### src/rtl/pipeline_trace_tagger_if.sv
// pipeline_trace_tagger_if
// Groups the fetch/hazard controls and the trace outputs of the pipeline
// trace tagger into a single bundle.
//   master : pipeline side; drives fetch_valid/fetch_pc/stall/flush, observes trace
//   slave  : the tagger itself; consumes controls, drives stage tags and retire record
// Optional macro TRACE_FLUSH_REPORT_EN adds kill_valid/kill_id/kill_pc.
interface pipeline_trace_tagger_if #(
    parameter int ID_W  = 8,
    parameter int CYC_W = 16,
    parameter int PC_W  = 16
);
    logic              fetch_valid;
    logic [PC_W-1:0]   fetch_pc;
    logic              stall;
    logic              flush;

    logic              if_valid;
    logic              id_valid;
    logic              ex_valid;
    logic              mem_valid;
    logic              wb_valid;
    logic [ID_W-1:0]   if_id;
    logic [ID_W-1:0]   id_id;
    logic [ID_W-1:0]   ex_id;
    logic [ID_W-1:0]   mem_id;
    logic [ID_W-1:0]   wb_id;

    logic [CYC_W-1:0]  cycle;

    logic              retire_valid;
    logic [PC_W-1:0]   retire_pc;
    logic [CYC_W-1:0]  retire_if_cyc;
    logic [CYC_W-1:0]  retire_id_cyc;
    logic [CYC_W-1:0]  retire_ex_cyc;
    logic [CYC_W-1:0]  retire_mem_cyc;
    logic [CYC_W-1:0]  retire_wb_cyc;
    logic [3:0]        retire_stalls;
    logic [31:0]       retired_count;

`ifdef TRACE_FLUSH_REPORT_EN
    logic              kill_valid;
    logic [ID_W-1:0]   kill_id;
    logic [PC_W-1:0]   kill_pc;
`endif

    modport master (
        output fetch_valid, fetch_pc, stall, flush,
        input  if_valid, id_valid, ex_valid, mem_valid, wb_valid,
        input  if_id, id_id, ex_id, mem_id, wb_id,
        input  cycle,
        input  retire_valid, retire_pc,
        input  retire_if_cyc, retire_id_cyc, retire_ex_cyc, retire_mem_cyc, retire_wb_cyc,
        input  retire_stalls, retired_count
`ifdef TRACE_FLUSH_REPORT_EN
        ,
        input  kill_valid, kill_id, kill_pc
`endif
    );

    modport slave (
        input  fetch_valid, fetch_pc, stall, flush,
        output if_valid, id_valid, ex_valid, mem_valid, wb_valid,
        output if_id, id_id, ex_id, mem_id, wb_id,
        output cycle,
        output retire_valid, retire_pc,
        output retire_if_cyc, retire_id_cyc, retire_ex_cyc, retire_mem_cyc, retire_wb_cyc,
        output retire_stalls, retired_count
`ifdef TRACE_FLUSH_REPORT_EN
        ,
        output kill_valid, kill_id, kill_pc
`endif
    );
endinterface

### src/rtl/pipeline_trace_tagger.sv
// pipeline_trace_tagger
// Shadows the 5-stage CPU pipeline (IF, ID, EX, MEM, WB) with trace records.
// Each fetched instruction gets a sequence ID and collects the cycle it first
// entered every stage plus the number of cycles it was held in ID by a stall.
// The WB record is presented combinationally as the retire record.
// Ports:
//   clk  : system clock, all state updates on posedge
//   rst  : synchronous active-high reset
//   tif  : pipeline_trace_tagger_if.slave (fetch/stall/flush in, stage tags,
//          cycle counter, retire record and retired count out)
// Optional macro TRACE_FLUSH_REPORT_EN: registered report of the IF record
// killed by a flush (kill_valid/kill_id/kill_pc).
module pipeline_trace_tagger #(
    parameter int ID_W  = 8,
    parameter int CYC_W = 16,
    parameter int PC_W  = 16
) (
    input  logic                    clk,
    input  logic                    rst,
    pipeline_trace_tagger_if.slave  tif
);

    localparam logic [CYC_W-1:0] CYC_ONE = {{(CYC_W-1){1'b0}}, 1'b1};
    localparam logic [ID_W-1:0]  ID_ONE  = {{(ID_W-1){1'b0}}, 1'b1};

    // One trace record per pipeline stage. Stamps of stages not yet reached
    // stay zero; a bubble is the all-zero record.
    typedef struct packed {
        logic              valid;
        logic [ID_W-1:0]   id;
        logic [PC_W-1:0]   pc;
        logic [CYC_W-1:0]  if_cyc;
        logic [CYC_W-1:0]  id_cyc;
        logic [CYC_W-1:0]  ex_cyc;
        logic [CYC_W-1:0]  mem_cyc;
        logic [CYC_W-1:0]  wb_cyc;
        logic [3:0]        stalls;
    } rec_t;

    rec_t              if_q,  if_d;
    rec_t              id_q,  id_d;
    rec_t              ex_q,  ex_d;
    rec_t              mem_q, mem_d;
    rec_t              wb_q,  wb_d;
    logic [ID_W-1:0]   next_id_q, next_id_d;
    logic [CYC_W-1:0]  cycle_q, cycle_d;
    logic [31:0]       retired_count_q, retired_count_d;
    logic [CYC_W-1:0]  cyc_next;

    always_comb begin
        // A record written at this edge is first seen in the next cycle,
        // so its stamp is the value the counter is about to take.
        cyc_next        = cycle_q + CYC_ONE;
        cycle_d         = cyc_next;
        next_id_d       = next_id_q;
        retired_count_d = retired_count_q + {31'd0, wb_q.valid};

        if_d  = if_q;
        id_d  = id_q;

        // MEM and WB advance regardless of stall.
        wb_d = mem_q;
        if (mem_q.valid) begin
            wb_d.wb_cyc = cyc_next;
        end
        mem_d = ex_q;
        if (ex_q.valid) begin
            mem_d.mem_cyc = cyc_next;
        end

        if (tif.stall) begin
            // IF/ID hold; flush and fetch are ignored while stalled.
            ex_d = '0;
            if (id_q.valid && (id_q.stalls != 4'hF)) begin
                id_d.stalls = id_q.stalls + 4'd1;
            end
        end else begin
            ex_d = id_q;
            if (id_q.valid) begin
                ex_d.ex_cyc = cyc_next;
            end

            if (tif.flush) begin
                id_d = '0;
            end else begin
                id_d = if_q;
                if (if_q.valid) begin
                    id_d.id_cyc = cyc_next;
                end
            end

            if_d = '0;
            if (tif.fetch_valid) begin
                if_d.valid  = 1'b1;
                if_d.id     = next_id_q;
                if_d.pc     = tif.fetch_pc;
                if_d.if_cyc = cyc_next;
                next_id_d   = next_id_q + ID_ONE;
            end
        end
    end

    always_ff @(posedge clk) begin
        if (rst) begin
            if_q            <= '0;
            id_q            <= '0;
            ex_q            <= '0;
            mem_q           <= '0;
            wb_q            <= '0;
            next_id_q       <= '0;
            cycle_q         <= '0;
            retired_count_q <= '0;
        end else begin
            if_q            <= if_d;
            id_q            <= id_d;
            ex_q            <= ex_d;
            mem_q           <= mem_d;
            wb_q            <= wb_d;
            next_id_q       <= next_id_d;
            cycle_q         <= cycle_d;
            retired_count_q <= retired_count_d;
        end
    end

    assign tif.if_valid       = if_q.valid;
    assign tif.id_valid       = id_q.valid;
    assign tif.ex_valid       = ex_q.valid;
    assign tif.mem_valid      = mem_q.valid;
    assign tif.wb_valid       = wb_q.valid;
    assign tif.if_id          = if_q.id;
    assign tif.id_id          = id_q.id;
    assign tif.ex_id          = ex_q.id;
    assign tif.mem_id         = mem_q.id;
    assign tif.wb_id          = wb_q.id;
    assign tif.cycle          = cycle_q;

    assign tif.retire_valid   = wb_q.valid;
    assign tif.retire_pc      = wb_q.pc;
    assign tif.retire_if_cyc  = wb_q.if_cyc;
    assign tif.retire_id_cyc  = wb_q.id_cyc;
    assign tif.retire_ex_cyc  = wb_q.ex_cyc;
    assign tif.retire_mem_cyc = wb_q.mem_cyc;
    assign tif.retire_wb_cyc  = wb_q.wb_cyc;
    assign tif.retire_stalls  = wb_q.stalls;
    assign tif.retired_count  = retired_count_q;

`ifdef TRACE_FLUSH_REPORT_EN
    logic              kill_valid_q, kill_valid_d;
    logic [ID_W-1:0]   kill_id_q,    kill_id_d;
    logic [PC_W-1:0]   kill_pc_q,    kill_pc_d;

    // A flush only kills something when it is honoured (no stall) and IF
    // actually holds an instruction. The killed ID is not handed out again.
    always_comb begin
        kill_valid_d = 1'b0;
        kill_id_d    = '0;
        kill_pc_d    = '0;
        if (tif.flush && !tif.stall && if_q.valid) begin
            kill_valid_d = 1'b1;
            kill_id_d    = if_q.id;
            kill_pc_d    = if_q.pc;
        end
    end

    always_ff @(posedge clk) begin
        if (rst) begin
            kill_valid_q <= 1'b0;
            kill_id_q    <= '0;
            kill_pc_q    <= '0;
        end else begin
            kill_valid_q <= kill_valid_d;
            kill_id_q    <= kill_id_d;
            kill_pc_q    <= kill_pc_d;
        end
    end

    assign tif.kill_valid = kill_valid_q;
    assign tif.kill_id    = kill_id_q;
    assign tif.kill_pc    = kill_pc_q;
`endif

endmodule

### src/flat_wrapper.sv
// flat-port wrapper written by rule: the top's interface ports become plain ports
module pipeline_trace_tagger_flat 
#(
    parameter int ID_W  = 8,
    parameter int CYC_W = 16,
    parameter int PC_W  = 16
)
  (clk, rst, tif_fetch_valid, tif_fetch_pc, tif_stall, tif_flush, tif_if_valid, tif_id_valid, tif_ex_valid, tif_mem_valid, tif_wb_valid, tif_if_id, tif_id_id, tif_ex_id, tif_mem_id, tif_wb_id, tif_cycle, tif_retire_valid, tif_retire_pc, tif_retire_if_cyc, tif_retire_id_cyc, tif_retire_ex_cyc, tif_retire_mem_cyc, tif_retire_wb_cyc, tif_retire_stalls, tif_retired_count);
  pipeline_trace_tagger_if #(.ID_W(ID_W), .CYC_W(CYC_W), .PC_W(PC_W)) tif_i ();
  input  logic clk;
  input  logic rst;
  input wire logic [$bits(tif_i.fetch_valid)-1:0] tif_fetch_valid;
  input wire logic [$bits(tif_i.fetch_pc)-1:0] tif_fetch_pc;
  input wire logic [$bits(tif_i.stall)-1:0] tif_stall;
  input wire logic [$bits(tif_i.flush)-1:0] tif_flush;
  output wire logic [$bits(tif_i.if_valid)-1:0] tif_if_valid;
  output wire logic [$bits(tif_i.id_valid)-1:0] tif_id_valid;
  output wire logic [$bits(tif_i.ex_valid)-1:0] tif_ex_valid;
  output wire logic [$bits(tif_i.mem_valid)-1:0] tif_mem_valid;
  output wire logic [$bits(tif_i.wb_valid)-1:0] tif_wb_valid;
  output wire logic [$bits(tif_i.if_id)-1:0] tif_if_id;
  output wire logic [$bits(tif_i.id_id)-1:0] tif_id_id;
  output wire logic [$bits(tif_i.ex_id)-1:0] tif_ex_id;
  output wire logic [$bits(tif_i.mem_id)-1:0] tif_mem_id;
  output wire logic [$bits(tif_i.wb_id)-1:0] tif_wb_id;
  output wire logic [$bits(tif_i.cycle)-1:0] tif_cycle;
  output wire logic [$bits(tif_i.retire_valid)-1:0] tif_retire_valid;
  output wire logic [$bits(tif_i.retire_pc)-1:0] tif_retire_pc;
  output wire logic [$bits(tif_i.retire_if_cyc)-1:0] tif_retire_if_cyc;
  output wire logic [$bits(tif_i.retire_id_cyc)-1:0] tif_retire_id_cyc;
  output wire logic [$bits(tif_i.retire_ex_cyc)-1:0] tif_retire_ex_cyc;
  output wire logic [$bits(tif_i.retire_mem_cyc)-1:0] tif_retire_mem_cyc;
  output wire logic [$bits(tif_i.retire_wb_cyc)-1:0] tif_retire_wb_cyc;
  output wire logic [$bits(tif_i.retire_stalls)-1:0] tif_retire_stalls;
  output wire logic [$bits(tif_i.retired_count)-1:0] tif_retired_count;
  assign tif_i.fetch_valid = tif_fetch_valid;
  assign tif_i.fetch_pc = tif_fetch_pc;
  assign tif_i.stall = tif_stall;
  assign tif_i.flush = tif_flush;
  assign tif_if_valid = tif_i.if_valid;
  assign tif_id_valid = tif_i.id_valid;
  assign tif_ex_valid = tif_i.ex_valid;
  assign tif_mem_valid = tif_i.mem_valid;
  assign tif_wb_valid = tif_i.wb_valid;
  assign tif_if_id = tif_i.if_id;
  assign tif_id_id = tif_i.id_id;
  assign tif_ex_id = tif_i.ex_id;
  assign tif_mem_id = tif_i.mem_id;
  assign tif_wb_id = tif_i.wb_id;
  assign tif_cycle = tif_i.cycle;
  assign tif_retire_valid = tif_i.retire_valid;
  assign tif_retire_pc = tif_i.retire_pc;
  assign tif_retire_if_cyc = tif_i.retire_if_cyc;
  assign tif_retire_id_cyc = tif_i.retire_id_cyc;
  assign tif_retire_ex_cyc = tif_i.retire_ex_cyc;
  assign tif_retire_mem_cyc = tif_i.retire_mem_cyc;
  assign tif_retire_wb_cyc = tif_i.retire_wb_cyc;
  assign tif_retire_stalls = tif_i.retire_stalls;
  assign tif_retired_count = tif_i.retired_count;
  pipeline_trace_tagger #(.ID_W(ID_W), .CYC_W(CYC_W), .PC_W(PC_W)) u_core (.clk(clk), .rst(rst), .tif(tif_i));
endmodule
### config.mk
export PLATFORM = sky130hd
export DESIGN_NAME = pipeline_trace_tagger_flat
export DESIGN_NICKNAME = d
export VERILOG_FILES = /design/src/rtl/pipeline_trace_tagger_if.sv /design/src/rtl/pipeline_trace_tagger.sv /design/src/flat_wrapper.sv
export SDC_FILE = /design/constraint.sdc
export NUM_CORES = 1
export LEC_CHECK = 0
export BUFFER_PORTS_ARGS = -buffer_cell sky130_fd_sc_hd__buf_2
export CORE_ASPECT_RATIO = 0.6
export CORE_MARGIN = 2
export CORE_UTILIZATION = 40
export DETAILED_ROUTE_END_ITERATION = 6
export MAX_ROUTING_LAYER = met4
export PLACE_DENSITY = 0.73
export SKIP_CTS_REPAIR_TIMING = 1
export SLEW_MARGIN = 20
export SYNTH_ARGS = -nofsm -noshare
export SYNTH_HDL_FRONTEND = slang
export SYNTH_SLANG_ARGS = --single-unit
### constraint.sdc
create_clock -name clk -period 1.8 [get_ports clk]
set_input_delay 0.36 -clock clk [delete_from_list [all_inputs] [get_ports clk]]
set_output_delay 0.36 -clock clk [all_outputs]
set_load 0.05 [all_outputs]
Yosys cells after proc, flatten, opt, wreduce, memory -nomap -nowiden
Cells that the tools add are included.
{"block": "word_totals", "register_bits": 533, "input_bits": 21, "out_inout_bits": 194}
{"block": "classes", "add_sub_neg": 4, "n_eq_ne": 2, "n_mux": 8, "bitwise_logic": 1, "reduce_logical": 3}
{"op": "$mux 109", "count": 1}
{"op": "$mux 16", "count": 4}
{"op": "$mux 41", "count": 1}
{"op": "$add 32x1->32", "count": 1}
{"op": "$add 16x1->16 const B", "count": 1}
{"op": "$add 8x1->8 const B", "count": 1}
{"op": "$mux 4", "count": 2}
{"op": "$add 4x1->4 const B", "count": 1}
{"op": "$ne 4x4->1 const B", "count": 1}
{"op": "$ne 2x1->1 const B", "count": 1}
{"op": "$reduce_and 2->1", "count": 1}
{"op": "$reduce_or 2->1", "count": 1}
{"op": "$logic_and 1x1->1", "count": 1}
{"op": "$not 1->1", "count": 1}

Depth between registers and ports, before layout
{"block": "depth", "depth_word": 4, "depth_mapped": 7, "ltp_nobuf": 6}

Least setup slack after synthesis
Ideal clock, no wire load.
{"block": "synth_path", "kind": "reg2reg", "start": "register u_core.wb_q (netlist bit u_core.tif.retire_valid)", "end": "register u_core.retired_count_q[30] (netlist: u_core.tif.retired_count[30])", "setup_time_ns": 0.070, "arrival_ns": 2.224, "required_time_ns": 1.730, "path_slack_ns": -0.494, "path_stages_with_launch": 8, "path_buffers": 1, "path_cell_list": "dfxtp_1 ha_1 ha_1 and3_1 nand3_1 buf_2 or4_1 a21oi_1"}
{"block": "synth_between", "elab_chain_cells": 1}
{"item": "start, declared", "line": "pipeline_trace_tagger.sv:44", "source": "rec_t wb_q, wb_d;"}
{"item": "start signal, assigned", "line": "pipeline_trace_tagger.sv:118", "source": "wb_q <= wb_d;"}
{"item": "$add 32x1->32", "line": "pipeline_trace_tagger.sv:56", "source": "retired_count_d = retired_count_q + {31'd0, wb_q.valid};"}
{"item": "end signal, assigned", "line": "pipeline_trace_tagger.sv:121", "source": "retired_count_q <= retired_count_d;"}
{"item": "end, declared", "line": "pipeline_trace_tagger.sv:47", "source": "logic [31:0] retired_count_q, retired_count_d;"}
No other way between the ends.
A chain may end at the register's enable or synchronous reset.

Final worst setup path
{"block": "layout_path", "start": "register u_core.wb_q (netlist bit u_core.tif.retire_valid)", "end": "register u_core.retired_count_q[27] (netlist: u_core.tif.retired_count[27])"}
Same word-level chain as after synthesis.

==> metrics.md <==
| Metric | Value |
|---|---|
| Die Span X | 239.5 µm |
| VDD IR max | 0.6344 mV |
| Utilization of the core after routing | 50.06% |
| Largest stage delay on the critical path | 0.37 ns |
| DP Area | 0.01496 mm² |
| Root Driver | clkbuf_16 |
| Cell-internal power | 14.61 mW |
| Clock period minus worst slack | 1.816 ns |
| Pre-antenna DRT Iters | 7 |
| Slew headroom | 53.30% |
| Placer Congestion | 0.9034 |
| Distinct cells, synth | 39 |
| Total wire length | 29,580 µm |
| Mapped Cells | 1,189 |
| Clk sinks | 437 |
| MaxCap Viol Count | 0 |
| Hold WS | 0.04403 ns |
| Worst-path cell chain | ha_4 > and4_2 > nand4_1 > nor4_1 > mux2_2 |
| Reg power frac | 52.8% |
| Pre-CTS WS | -0.04027 ns |
| Layout cells sized above 1 | 26.76% |
| Worst Max-Slew Pin Slew | 0.6954 ns |
| DP HPWL | 20,340 µm |
| Arrival time at the worst endpoint | 2.22 ns |
| CTS tree | built |
| Worst Setup End Kind | flop |
| Switching share of power | 20.62% |
| Syn_area_per_cell | 11.19 µm² |
| Post-synthesis cell area | 0.01331 mm² |
| Largest net degree at the start of global routing | 81 |
| DR vias | 8,616 |
| Yosys top cell by area | dfxtp_1 |
| Final instance area | 0.01632 mm² |
| Failing checks | setup timing |
| Max clock buf depth | 3 |
| Port Buf Inserts | 214 |
| Antenna cells | 0 |
| GR Overflow Total | 0 |
| Total GRT Usage | 17.18% |
| Hold Violations, Final | 0 |
| Clock Pin Slew Worst Setup and Hold Paths | 0.06 ns |
| DIE HEIGHT | 145.3 µm |
| Period utilization | 100.9% |
| Vias in the first global route | 8,095 |
| Num CTS Buffers | 39 |
| Post-synth top area share | 65.73% |
| I/O pins | 215 |
| Run status | finished, violations left |
| YS warnings | 0 |
| Clock Skews | 0.01540 ns |
| Syn nets | 1,215 |
| P_sw | 3.796 mW |
| Power Dens Cells | 1128 mW/mm² |
| Dominant synthesized flop cell | dfxtp_1 |
| Num rows | 51 |
| Hold crit path type | in2reg |
| #FFs+latches synth | 437 |
| Crit Path Max Fanout | 7 |
| Fin cells | 1,870 |
| Synth top area cells | dfxtp_1, nor2b_1, a22o_1 |
| Share of total power in the clock network | 45.1% |
| Die Area | 0.03480 mm² |
| Critical Path Slowest Stage Cell | mux2_2 |
| Post-synth EDFFs | 0 |
| Fin worst setup slack | -0.01617 ns |
| Initial DRC Count | 637 |
| Gate power share | 2.1% |
| TNS Setup | -0.01617 ns |
| Slew Limit Fails | 0 |
| Maximum clock rate | 550.6 MHz |
| Initial Util | 40.82% |
| Initial antenna violation count | 1 |
| Final ANT Viol Nets | 0 |
| Worst EP required | 2.21 ns |
| H-tree levels | 2 |
| Final setup vio count | 1 |
| First-pass GRT wire length | 45,530 µm |
| Most common cell in the netlist | dfxtp_1 |
| Core ar. | 0.03261 mm² |
| DRC Markers | 0 |
| Sequential area share after synthesis | 65.73% |
| P&R area growth vs syn | 22.64% |
| CP Launch Type | flop |
| RSZ-0062 raised after global routing | yes |
| Placed Cells | 1,798 |
| Design Power | 18.41 mW |
| DR vias/cell | 4.607 |
| Final net count | 1,418 |
| DR WL/cell | 15.82 µm |
| Clk_lat worst skew | 0.53 ns |
| Static Leak | 6.843 nW |
| Synth async-reset ratio | 0% |
| Post-synth top cells | dfxtp_1, nor2b_1, nor2_1 |
| Critical path class | reg2reg |
-- layout make-up --
| type | instances | area, µm² |
|---|---|---|
| fillers | 2900 | 16280 |
| flip-flops and latches | 437 | 8826 |
| multi-input cells | 650 | 4138 |
| repair buffers | 255 | 1475 |
| clock buffers | 55 | 1126 |
| well taps | 450 | 563.0 |
| clock inverters | 14 | 161.4 |
| inverters | 9 | 33.78 |
-- routing by layer --
metal,global-route usage [%],wire [µm],vias up
met3,5.346,2229,37
li1,-,-,4320
met2,24.39,12570,244
met5,-,0,-
met1,23.96,14390,4015
met4,3.531,392,0
-- worst max-delay path, delay by kind of cell (launching register included) --
family | cells | cell delay [ns]
adders and majority gates | 1 | 0.16
muxes | 1 | 0.37
DFF | 1 | 0.36
and+or+nand+nor | 3 | 0.82
-- worst paths after layout --
check / startpoint / to / slack [ns] / cells past startpoint
max: u_core.tif.retire_valid$_SDFF_PP0_ / u_core.tif.retired_count[27]$_SDFF_PP0_ / -0.02 / 5
max reg2reg: u_core.tif.retire_valid$_SDFF_PP0_ / u_core.tif.retired_count[27]$_SDFF_PP0_ / -0.02 / 5
min reg2reg: u_core.mem_q[96]$_SDFF_PP0_ / u_core.tif.retire_pc[12]$_SDFF_PP0_ / 0.43 / 1
min: tif_fetch_pc[1] / u_core.if_q[85]$_SDFFE_PP0N_ / 0.04 / 2
-- cell usage in the layout, fill, tap and decap left out, types with 3 or more instances in the layout --
| cell | Yosys | routed |
|---|---|---|
| dfxtp_1 | 437 | 399 |
| buf_2 | 4 | 213 |
| nor2b_1 | 175 | 174 |
| nor2_1 | 74 | 73 |
| and2_1 | 72 | 72 |
| a22o_1 | 65 | 65 |
| nand2_1 | 49 | 49 |
| clkbuf_16 | 0 | 39 |
| buf_4 | 33 | 34 |
| o21ai_0 | 33 | 32 |
| dfxtp_2 | 0 | 26 |
| nand3_1 | 26 | 23 |
| xnor2_1 | 22 | 22 |
| a21oi_1 | 23 | 21 |
| xor2_1 | 13 | 13 |
| nand4_1 | 12 | 12 |
| dfxtp_4 | 0 | 12 |
| o31ai_1 | 11 | 11 |
| or4_1 | 11 | 10 |
| nor4_1 | 13 | 10 |
| clkbuf_8 | 3 | 10 |
| inv_1 | 9 | 9 |
| nor3_1 | 7 | 7 |
| clkbuf_1 | 51 | 7 |
| buf_12 | 0 | 7 |
| and3_1 | 7 | 6 |
| or3_1 | 5 | 5 |
| and4_1 | 7 | 5 |
| clkinv_2 | 0 | 5 |
| clkinvlp_4 | 0 | 5 |
| nand3_2 | 1 | 4 |
| nand2b_1 | 3 | 3 |
| nor4_2 | 0 | 3 |
| ha_1 | 5 | 3 |
| bufinv_16 | 0 | 3 |
-- sequential cells by signal, indices dropped and copies added, names as in the netlist, 4 cells and up --
name                       cells
u_core.tif.retire_wb_cyc      16
u_core.tif.if_id               8
u_core.tif.wb_id               8
u_core.tif.ex_id               8
u_core.id_q                   52
u_core.mem_q                  84
u_core.tif.retired_count      32
u_core.tif.retire_id_cyc      16
u_core.tif.retire_pc          16
u_core.tif.cycle              16
u_core.tif.id_id               8
u_core.tif.retire_ex_cyc      16
u_core.tif.retire_mem_cyc     16
u_core.ex_q                   68
u_core.tif.retire_if_cyc      16
u_core.if_q                   32
u_core.next_id_q               8
u_core.tif.retire_stalls       4
u_core.tif.mem_id              8
-- power by group through the flow --
stage               clock (mW)  sequential, mW  combinational (mW)
floorplan                    0            9.96               0.197
detailed placement           0            9.94               0.394
global placement             0            9.93               0.392
global route              8.97            9.71               0.422
CTS                       8.53            9.72               0.394
finish                    8.30            9.72               0.392
-- kinds of logic (layout without fill, tap and decap cells) --
kind of cell / after synthesis / after routing / synth area share, %
DFF: 437 / 437 / 65.73
and+or+nand+nor: 470 / 471 / 19.89
AOI/OAI and AO/OA: 136 / 136 / 7.266
muxes: 3 / 3 / 0.2444
xor gates and xnor gates: 35 / 35 / 2.303
buffers and inverters: 103 / 333 / 4.098
adders and majority gates: 5 / 5 / 0.4700
No activity file was read; power rests on OpenSTA's default activity.
